===== src/rtl/lsq_fwd_profiler_pkg.sv =====
// Shared definitions for the store-to-load forwarding profiler.
// Contents:
//   - Default entry counts and the counter width.
//   - lsq_fwd_cnt_e: counter index enum, 3 bits.
//   - Store and load byte-mask helpers, shared with the forwarding logic.
package lsq_fwd_profiler_pkg;

  localparam int unsigned DefStEntries = 8;
  localparam int unsigned DefLdEntries = 8;
  localparam int unsigned DefCntW      = 32;
  // Indices 0..5 are backed by real counters; 6 and 7 read as zero.
  localparam int unsigned NumCnt       = 6;

  typedef enum logic [2:0] {
    CntCycles       = 3'd0,
    CntBothNonempty = 3'd1,
    CntCycFull      = 3'd2,
    CntFullLoads    = 3'd3,
    CntPartLoads    = 3'd4,
    CntMaxFull      = 3'd5,
    CntRsvd6        = 3'd6,
    CntRsvd7        = 3'd7
  } lsq_fwd_cnt_e;

  // Bytes written by a store. Unknown funct3 yields an empty mask, so it never matches.
  function automatic logic [3:0] st_byte_mask(input logic [2:0] funct3, input logic [1:0] a);
    logic [3:0] m;
    case (funct3)
      3'b000:  m = 4'b0001 << a;
      3'b001:  m = 4'b0011 << a;
      3'b010:  m = 4'b1111;
      default: m = 4'b0000;
    endcase
    return m;
  endfunction

  // Bytes read by a load. Signed and unsigned variants share a mask; the rest read a word.
  function automatic logic [3:0] ld_byte_mask(input logic [2:0] funct3, input logic [1:0] a);
    logic [3:0] m;
    case (funct3)
      3'b000, 3'b100: m = 4'b0001 << a;
      3'b001, 3'b101: m = 4'b0011 << a;
      default:        m = 4'b1111;
    endcase
    return m;
  endfunction

endpackage


===== src/rtl/lsq_fwd_profiler_if.sv =====
// Observation and counter-read bundle for lsq_fwd_profiler.
// Signals:
//   - en, clr: sample enable and synchronous clear.
//   - st_*: store-queue entries. ld_*: load-RS entries.
//   - rd_req/rd_sel: counter read request. rd_valid/rd_data: one-cycle response.
// Modports: master drives the observation and request side; slave is the profiler.
interface lsq_fwd_profiler_if #(
  parameter int unsigned ST_ENTRIES = 8,
  parameter int unsigned LD_ENTRIES = 8,
  parameter int unsigned CNT_W      = 32
) ();

  logic                        en;
  logic                        clr;
  logic [ST_ENTRIES-1:0]       st_valid;
  logic [ST_ENTRIES-1:0]       st_addr_valid;
  logic [ST_ENTRIES-1:0][31:0] st_addr;
  logic [ST_ENTRIES-1:0][2:0]  st_funct3;
  logic [LD_ENTRIES-1:0]       ld_valid;
  logic [LD_ENTRIES-1:0]       ld_addr_valid;
  logic [LD_ENTRIES-1:0][31:0] ld_addr;
  logic [LD_ENTRIES-1:0][2:0]  ld_funct3;
  logic                        rd_req;
  logic [2:0]                  rd_sel;
  logic                        rd_valid;
  logic [CNT_W-1:0]            rd_data;

  modport master (
    output en, clr, st_valid, st_addr_valid, st_addr, st_funct3,
    output ld_valid, ld_addr_valid, ld_addr, ld_funct3, rd_req, rd_sel,
    input  rd_valid, rd_data
  );

  modport slave (
    input  en, clr, st_valid, st_addr_valid, st_addr, st_funct3,
    input  ld_valid, ld_addr_valid, ld_addr, ld_funct3, rd_req, rd_sel,
    output rd_valid, rd_data
  );

endinterface


===== src/rtl/lsq_fwd_pair.sv =====
// Classifies one store/load pair as a full or partial forwarding opportunity.
// Ports:
//   - st_*: one store entry (valid, address resolved, byte address, funct3).
//   - ld_*: one load entry, same fields.
//   - full: the store covers every byte the load reads.
//   - partial: the byte sets overlap but the store does not cover the whole load.
module lsq_fwd_pair
  import lsq_fwd_profiler_pkg::*;
(
  input  logic        st_valid,
  input  logic        st_addr_valid,
  input  logic [31:0] st_addr,
  input  logic [2:0]  st_funct3,
  input  logic        ld_valid,
  input  logic        ld_addr_valid,
  input  logic [31:0] ld_addr,
  input  logic [2:0]  ld_funct3,
  output logic        full,
  output logic        partial
);

  logic       same_word;
  logic [3:0] st_mask;
  logic [3:0] ld_mask;
  logic [3:0] overlap;

  always_comb begin
    same_word = st_valid && st_addr_valid && ld_valid && ld_addr_valid &&
                (st_addr[31:2] == ld_addr[31:2]);
    st_mask   = st_byte_mask(st_funct3, st_addr[1:0]);
    ld_mask   = ld_byte_mask(ld_funct3, ld_addr[1:0]);
    overlap   = st_mask & ld_mask;
    // Load masks are never empty, so an empty store mask cannot satisfy the full test.
    full      = same_word && (overlap == ld_mask);
    partial   = same_word && (overlap != 4'b0000) && (overlap != ld_mask);
  end

endmodule


===== src/rtl/lsq_fwd_profiler.sv =====
// Store-to-load forwarding performance monitor.
// Ports:
//   - clk, rst: clock; synchronous active-high reset.
//   - bus (slave): observation of store/load entries, en/clr, and the counter read port.
// Pipeline:
//   - Stage 0: pair grid plus per-load classification, combinational.
//   - Stage 1: registered popcounts.
//   - Stage 2: saturating counters.
// A read returns the registered counter value one cycle after rd_req.
module lsq_fwd_profiler
  import lsq_fwd_profiler_pkg::*;
#(
  parameter int unsigned ST_ENTRIES = DefStEntries,
  parameter int unsigned LD_ENTRIES = DefLdEntries,
  parameter int unsigned CNT_W      = DefCntW
) (
  input logic                clk,
  input logic                rst,
  lsq_fwd_profiler_if.slave  bus
);

  localparam int unsigned NfW  = $clog2(LD_ENTRIES + 1);
  localparam int unsigned AddW = ((CNT_W > NfW) ? CNT_W : NfW) + 1;
  localparam logic [CNT_W-1:0] CntMax = '1;

  // Stage 0: pair grid, indexed [load][store].
  logic [LD_ENTRIES-1:0][ST_ENTRIES-1:0] pair_full;
  logic [LD_ENTRIES-1:0][ST_ENTRIES-1:0] pair_part;
  logic [LD_ENTRIES-1:0]                 ld_full;
  logic [LD_ENTRIES-1:0]                 ld_part;

  for (genvar gj = 0; gj < LD_ENTRIES; gj++) begin : g_ld
    for (genvar gi = 0; gi < ST_ENTRIES; gi++) begin : g_st
      lsq_fwd_pair u_pair (
        .st_valid      (bus.st_valid[gi]),
        .st_addr_valid (bus.st_addr_valid[gi]),
        .st_addr       (bus.st_addr[gi]),
        .st_funct3     (bus.st_funct3[gi]),
        .ld_valid      (bus.ld_valid[gj]),
        .ld_addr_valid (bus.ld_addr_valid[gj]),
        .ld_addr       (bus.ld_addr[gj]),
        .ld_funct3     (bus.ld_funct3[gj]),
        .full          (pair_full[gj][gi]),
        .partial       (pair_part[gj][gi])
      );
    end
    // A full match anywhere wins, so each load lands in at most one class.
    assign ld_full[gj] = |pair_full[gj];
    assign ld_part[gj] = !ld_full[gj] && (|pair_part[gj]);
  end

  function automatic logic [NfW-1:0] popcnt(input logic [LD_ENTRIES-1:0] v);
    logic [NfW-1:0] c;
    c = '0;
    for (int k = 0; k < LD_ENTRIES; k++) begin
      c = c + NfW'(v[k]);
    end
    return c;
  endfunction

  function automatic logic [CNT_W-1:0] sat_add(input logic [CNT_W-1:0] a,
                                               input logic [NfW-1:0]   b);
    logic [AddW-1:0] s;
    s = AddW'(a) + AddW'(b);
    return (s > AddW'(CntMax)) ? CntMax : s[CNT_W-1:0];
  endfunction

  logic [NfW-1:0] nfull_s0;
  logic [NfW-1:0] npart_s0;
  logic           both_s0;

  always_comb begin
    nfull_s0 = popcnt(ld_full);
    npart_s0 = popcnt(ld_part);
    both_s0  = (|bus.st_valid) && (|bus.ld_valid);
  end

  // Stage 1.
  logic           s1_vld_q;
  logic [NfW-1:0] s1_nfull_q;
  logic [NfW-1:0] s1_npart_q;
  logic           s1_both_q;

  always_ff @(posedge clk) begin
    if (rst) begin
      s1_vld_q   <= 1'b0;
      s1_nfull_q <= '0;
      s1_npart_q <= '0;
      s1_both_q  <= 1'b0;
    end else begin
      s1_vld_q   <= bus.en && !bus.clr;
      s1_nfull_q <= nfull_s0;
      s1_npart_q <= npart_s0;
      s1_both_q  <= both_s0;
    end
  end

  // Stage 2: counters.
  logic [CNT_W-1:0] cnt_q [NumCnt];
  logic [CNT_W-1:0] cnt_d [NumCnt];
  logic [CNT_W-1:0] nfull_ext;

  always_comb begin
    nfull_ext = sat_add('0, s1_nfull_q);
    for (int k = 0; k < NumCnt; k++) begin
      cnt_d[k] = cnt_q[k];
    end
    if (bus.clr) begin
      for (int k = 0; k < NumCnt; k++) begin
        cnt_d[k] = '0;
      end
    end else if (s1_vld_q) begin
      cnt_d[CntCycles]       = sat_add(cnt_q[CntCycles], NfW'(1));
      cnt_d[CntBothNonempty] = sat_add(cnt_q[CntBothNonempty], NfW'(s1_both_q));
      cnt_d[CntCycFull]      = sat_add(cnt_q[CntCycFull], NfW'(s1_nfull_q != '0));
      cnt_d[CntFullLoads]    = sat_add(cnt_q[CntFullLoads], s1_nfull_q);
      cnt_d[CntPartLoads]    = sat_add(cnt_q[CntPartLoads], s1_npart_q);
      if (nfull_ext > cnt_q[CntMaxFull]) begin
        cnt_d[CntMaxFull] = nfull_ext;
      end
    end
  end

  always_ff @(posedge clk) begin
    if (rst) begin
      for (int k = 0; k < NumCnt; k++) begin
        cnt_q[k] <= '0;
      end
    end else begin
      for (int k = 0; k < NumCnt; k++) begin
        cnt_q[k] <= cnt_d[k];
      end
    end
  end

  // Read port samples the registered counters, so a same-cycle clr returns the old value.
  logic [CNT_W-1:0] rd_data_d;
  logic             rd_valid_q;
  logic [CNT_W-1:0] rd_data_q;

  always_comb begin
    rd_data_d = '0;
    unique case (lsq_fwd_cnt_e'(bus.rd_sel))
      CntCycles:       rd_data_d = cnt_q[CntCycles];
      CntBothNonempty: rd_data_d = cnt_q[CntBothNonempty];
      CntCycFull:      rd_data_d = cnt_q[CntCycFull];
      CntFullLoads:    rd_data_d = cnt_q[CntFullLoads];
      CntPartLoads:    rd_data_d = cnt_q[CntPartLoads];
      CntMaxFull:      rd_data_d = cnt_q[CntMaxFull];
      CntRsvd6:        rd_data_d = '0;
      CntRsvd7:        rd_data_d = '0;
      default:         rd_data_d = '0;
    endcase
  end

  always_ff @(posedge clk) begin
    if (rst) begin
      rd_valid_q <= 1'b0;
      rd_data_q  <= '0;
    end else begin
      rd_valid_q <= bus.rd_req;
      if (bus.rd_req) begin
        rd_data_q <= rd_data_d;
      end
    end
  end

  assign bus.rd_valid = rd_valid_q;
  assign bus.rd_data  = rd_data_q;

endmodule


===== src/flat_wrapper.sv =====
// flat-port wrapper written by rule: the top's interface ports become plain ports
module lsq_fwd_profiler_flat import lsq_fwd_profiler_pkg::*;
#(
  parameter int unsigned ST_ENTRIES = DefStEntries,
  parameter int unsigned LD_ENTRIES = DefLdEntries,
  parameter int unsigned CNT_W      = DefCntW
)
  (clk, rst, bus_en, bus_clr, bus_st_valid, bus_st_addr_valid, bus_st_addr, bus_st_funct3, bus_ld_valid, bus_ld_addr_valid, bus_ld_addr, bus_ld_funct3, bus_rd_req, bus_rd_sel, bus_rd_valid, bus_rd_data);
  lsq_fwd_profiler_if #(.ST_ENTRIES(ST_ENTRIES), .LD_ENTRIES(LD_ENTRIES), .CNT_W(CNT_W)) bus_i ();
  input logic clk;
  input logic rst;
  input wire logic [$bits(bus_i.en)-1:0] bus_en;
  input wire logic [$bits(bus_i.clr)-1:0] bus_clr;
  input wire logic [$bits(bus_i.st_valid)-1:0] bus_st_valid;
  input wire logic [$bits(bus_i.st_addr_valid)-1:0] bus_st_addr_valid;
  input wire logic [$bits(bus_i.st_addr)-1:0] bus_st_addr;
  input wire logic [$bits(bus_i.st_funct3)-1:0] bus_st_funct3;
  input wire logic [$bits(bus_i.ld_valid)-1:0] bus_ld_valid;
  input wire logic [$bits(bus_i.ld_addr_valid)-1:0] bus_ld_addr_valid;
  input wire logic [$bits(bus_i.ld_addr)-1:0] bus_ld_addr;
  input wire logic [$bits(bus_i.ld_funct3)-1:0] bus_ld_funct3;
  input wire logic [$bits(bus_i.rd_req)-1:0] bus_rd_req;
  input wire logic [$bits(bus_i.rd_sel)-1:0] bus_rd_sel;
  output wire logic [$bits(bus_i.rd_valid)-1:0] bus_rd_valid;
  output wire logic [$bits(bus_i.rd_data)-1:0] bus_rd_data;
  assign bus_i.en = bus_en;
  assign bus_i.clr = bus_clr;
  assign bus_i.st_valid = bus_st_valid;
  assign bus_i.st_addr_valid = bus_st_addr_valid;
  assign bus_i.st_addr = bus_st_addr;
  assign bus_i.st_funct3 = bus_st_funct3;
  assign bus_i.ld_valid = bus_ld_valid;
  assign bus_i.ld_addr_valid = bus_ld_addr_valid;
  assign bus_i.ld_addr = bus_ld_addr;
  assign bus_i.ld_funct3 = bus_ld_funct3;
  assign bus_i.rd_req = bus_rd_req;
  assign bus_i.rd_sel = bus_rd_sel;
  assign bus_rd_valid = bus_i.rd_valid;
  assign bus_rd_data = bus_i.rd_data;
  lsq_fwd_profiler #(.ST_ENTRIES(ST_ENTRIES), .LD_ENTRIES(LD_ENTRIES), .CNT_W(CNT_W)) u_core (.clk(clk), .rst(rst), .bus(bus_i));
endmodule

===== config.mk =====
export PLATFORM = sky130hd
export DESIGN_NAME = lsq_fwd_profiler_flat
export DESIGN_NICKNAME = d
export VERILOG_FILES = /design/src/rtl/lsq_fwd_profiler_pkg.sv /design/src/rtl/lsq_fwd_profiler_if.sv /design/src/rtl/lsq_fwd_pair.sv /design/src/rtl/lsq_fwd_profiler.sv /design/src/flat_wrapper.sv
export SDC_FILE = /design/constraint.sdc
export NUM_CORES = 2
export LEC_CHECK = 0
export CELL_PAD_IN_SITES_DETAIL_PLACEMENT = 1
export CELL_PAD_IN_SITES_GLOBAL_PLACEMENT = 2
export CORE_ASPECT_RATIO = 0.75
export CORE_MARGIN = 2
export CORE_UTILIZATION = 32
export CTS_CLUSTER_DIAMETER = 50
export DETAILED_ROUTE_END_ITERATION = 12
export GPL_ROUTABILITY_DRIVEN = 0
export PLACE_DENSITY_LB_ADDON = 0.15
export REMOVE_ABC_BUFFERS = 1
export SETUP_SLACK_MARGIN = 0.1
export SYNTH_ARGS = -nofsm -noshare
export SYNTH_HDL_FRONTEND = slang
export SYNTH_SLANG_ARGS = --single-unit

===== constraint.sdc =====
create_clock -name clk -period 6.3 [get_ports clk]
set_input_delay 1.26 -clock clk [delete_from_list [all_inputs] [get_ports clk]]
set_output_delay 1.26 -clock clk [all_outputs]
set_load 0.03 [all_outputs]

==> run metrics <==
HPWL Detailed 257000 µm; final hold violations 0; final WL 314000 µm; library cells used by synthesis 90; largest fanout on the critical path 7; hold_buf cts 0; via/cell ratio 6.83; mux share of post-synthesis cell area 0.0255; VDD IR max roughly 0.00017 V; DRT Pass-1 Iters 13; post-synth top area share 0.298; Finished Layout Cells a little under 8000; DRC 11; initial core utilization 0.323; max-slew violations 0; die footprint 0.126 mm²; Worst-Margin Slew between 1000 and 1500 ps; status complete, but fails checks; fin crit share 0.989; Critical Path Start Type input pin; CTS root buffer clkbuf_16; Routed WL per cell 39.9 µm; Yosys top cell by area xor2_1; largest family of logic cells by synthesized area XOR/XNOR gates; Mean Syn Cell Area between 7 and 8 µm²; CTS tree built; Max clock buf depth 3; Synth Area in Simple Gates 0.214; Post-synth top cells 1344 x xor2_1, 583 x xnor2_1, 498 x clkbuf_1; Crit Path Category input pin to register; Total GRT Usage 0.471; Tot Pwr 7.15 mW; Die Y between 300 and 400 µm; min cycle time layout 6230 ps; pwr/cell area 129 mW/mm²; count of antenna-violating nets left after detailed routing 0; synthesized-area fraction occupied by adder cells 0.0127; Final WS setup 66.7 ps; Final nets 6834; worst hold path class register to register; Arr. time, crit path 6650 ps; global-route wire length before repair 417000 µm; CP Capture Type register; dpl ws -671 ps; Logic pwr share 0.579; clk_skew between 10 and 15 ps; Setup TNS 0 ps; Sw Ratio 0.449; IO Port Bufs 624; Max H-tree Level 1; setup violators final 0; Post-synth EDFFs 0; Core ar. 0.122 mm²; Clk pwr share 0.232; P_int 3.94 mW; chip width a little over 400 µm; vias in the first global route 50734; Slew HR 0.0762; register area share after synthesis 0.105; Cells after Synth roughly 5300; Synth Area in Compound Gates 0.150; synthesized cell area 0.0396 mm²; Max Cap Viol 0; Synth Area in XOR/XNOR 0.427; initial antenna violation count 14; Worst Path Required 6720 ps; Switch Pwr 3.21 mW; predominant post-synthesis flop cell dfxtp_1; Reg power frac 0.189; Placed Cells 7809; RSZ-0062 raised after global routing false; Worst-Skew Late Latency 550 ps; ys async rst share 0; Worst-path clk slew 60 ps; Iteration-0 DRC Markers 10472; Post-Route Utilization 0.453; area delta synth->final 40.2%; detailed-route via count 53674; Post-CTS Setup Bufs 0; number of buffers created by CTS 27; failing checks DRC; Synth Register Bits 207; flop-to-flop setup slack roughly 2400 ps; share of post-route cells with drive strength above 1 0.175; row cnt about 110; fmax approximately 160 MHz; largest net degree at the start of global routing 65; most numerous cell in the Yosys netlist xor2_1; synth top area cells xor2_1 30%, xnor2_1 13%, dfxtp_1 10%; Sink Count 207; leakage power total between 20 and 25 nW; YS warnings 0; fill cell total of the finished layout 14557; grt ovf 0; Ports 633
==> placed cells by master (no fill, tap or decap), types with 32 or more instances in the layout <==
cell,n
a311oi_1,41
nand3_1,145
nor2_1,213
clkdlybuf4s50_1,615
a22oi_1,36
inv_1,56
nor3_1,169
o21ai_0,130
buf_12,158
xnor2_1,583
nor4_1,358
and3_1,37
o21a_1,34
o211ai_1,59
a21oi_1,144
nand4_1,233
xor2_1,1344
a222oi_1,94
nand2_1,172
buf_4,737
mux2i_1,32
dfxtp_1,206
==> flip-flops by register name, indices dropped and copies added, names as in the netlist <==
name and cells:
u_core.s1_npart_q 4, u_core.s1_vld_q 1, u_core.bus.rd_valid 1, u_core.s1_both_q 1, u_core.cnt_q 164, u_core.bus.rd_data 32, u_core.s1_nfull_q 4
==> layer usage <==
metal	up-vias	track usage	wire length [µm]
li1	20593	-	-
met1	26312	0.585	120000
met2	5226	0.609	112000
met3	1487	0.298	57400
met4	56	0.239	22700
met5	-	0.0690	1620
==> final timing paths <==
check	from	end	depth (start not counted)
min	u_core.bus.rd_data[20]	u_core.bus.rd_data[20]	2
max	bus_st_addr[57]	u_core.s1_npart_q[2]	19
max reg2reg	u_core.cnt_q[0][128]	u_core.cnt_q[0][147]	10
min reg2reg	u_core.bus.rd_data[20]	u_core.bus.rd_data[20]	2
==> logic make-up after synthesis <==
logic type,count (synthesis)
XOR/XNOR,1927
AO/OA/AOI/OAI,815
multiplexers,65
adder cells (fa/ha/maj),34
flip-flops,207
AND/OR/NAND/NOR,1542
buffers and inverters,694
==> cell type report <==
cell class              instances  area [µm²]  area share
diodes                          5        12.5    0.000226
well taps                    1638        2050      0.0370
clock inverters                19         229     0.00413
inverters                      57         214     0.00386
clock buffers                  31         721      0.0130
multi-input cells            4383       33100       0.597
repair buffers               1524       15000       0.270
flip-flops and latches        207        4150      0.0748
==> power by group through the flow <==
stage	clock [mW]	combinational (mW)	sequential, mW
finish	1.66	4.14	1.35
global route	1.73	4.11	1.36
CTS	1.69	3.83	1.35
detailed placement	0	3.81	1.38
global placement	0	3.75	1.38
floorplan	0	1.31	1.40
==> critical path, cell delays in order <==
cell	delay [ps]
clkdlybuf4s50_1	700
buf_4	390
xor2_1	120
nor4_1	280
nand4_1	210
nor4_4	430
buf_4	240
nand2_1	60
o32a_1	170
o311ai_0	140
o41ai_1	270
fa_1	610
inv_1	70
fa_1	530
inv_1	70
fa_1	460
fa_1	430
xor2_1	140
nor2_1	50
==> stage by stage <==
step                cell area (µm²)  hold slack (ps)
floorplan                     37100              446
detailed placement            54300              474
finish                        55500              484
global route                  55500              496
global placement              54300              464
CTS                           55300              483
==> repair_timing <==
action                                  in CTS  in global routing
endpoints found under the setup margin       2                  4
resized for setup                            5                 31
pin swaps                                    0                  8
Note: power is estimated with default switching activity, not from simulation.
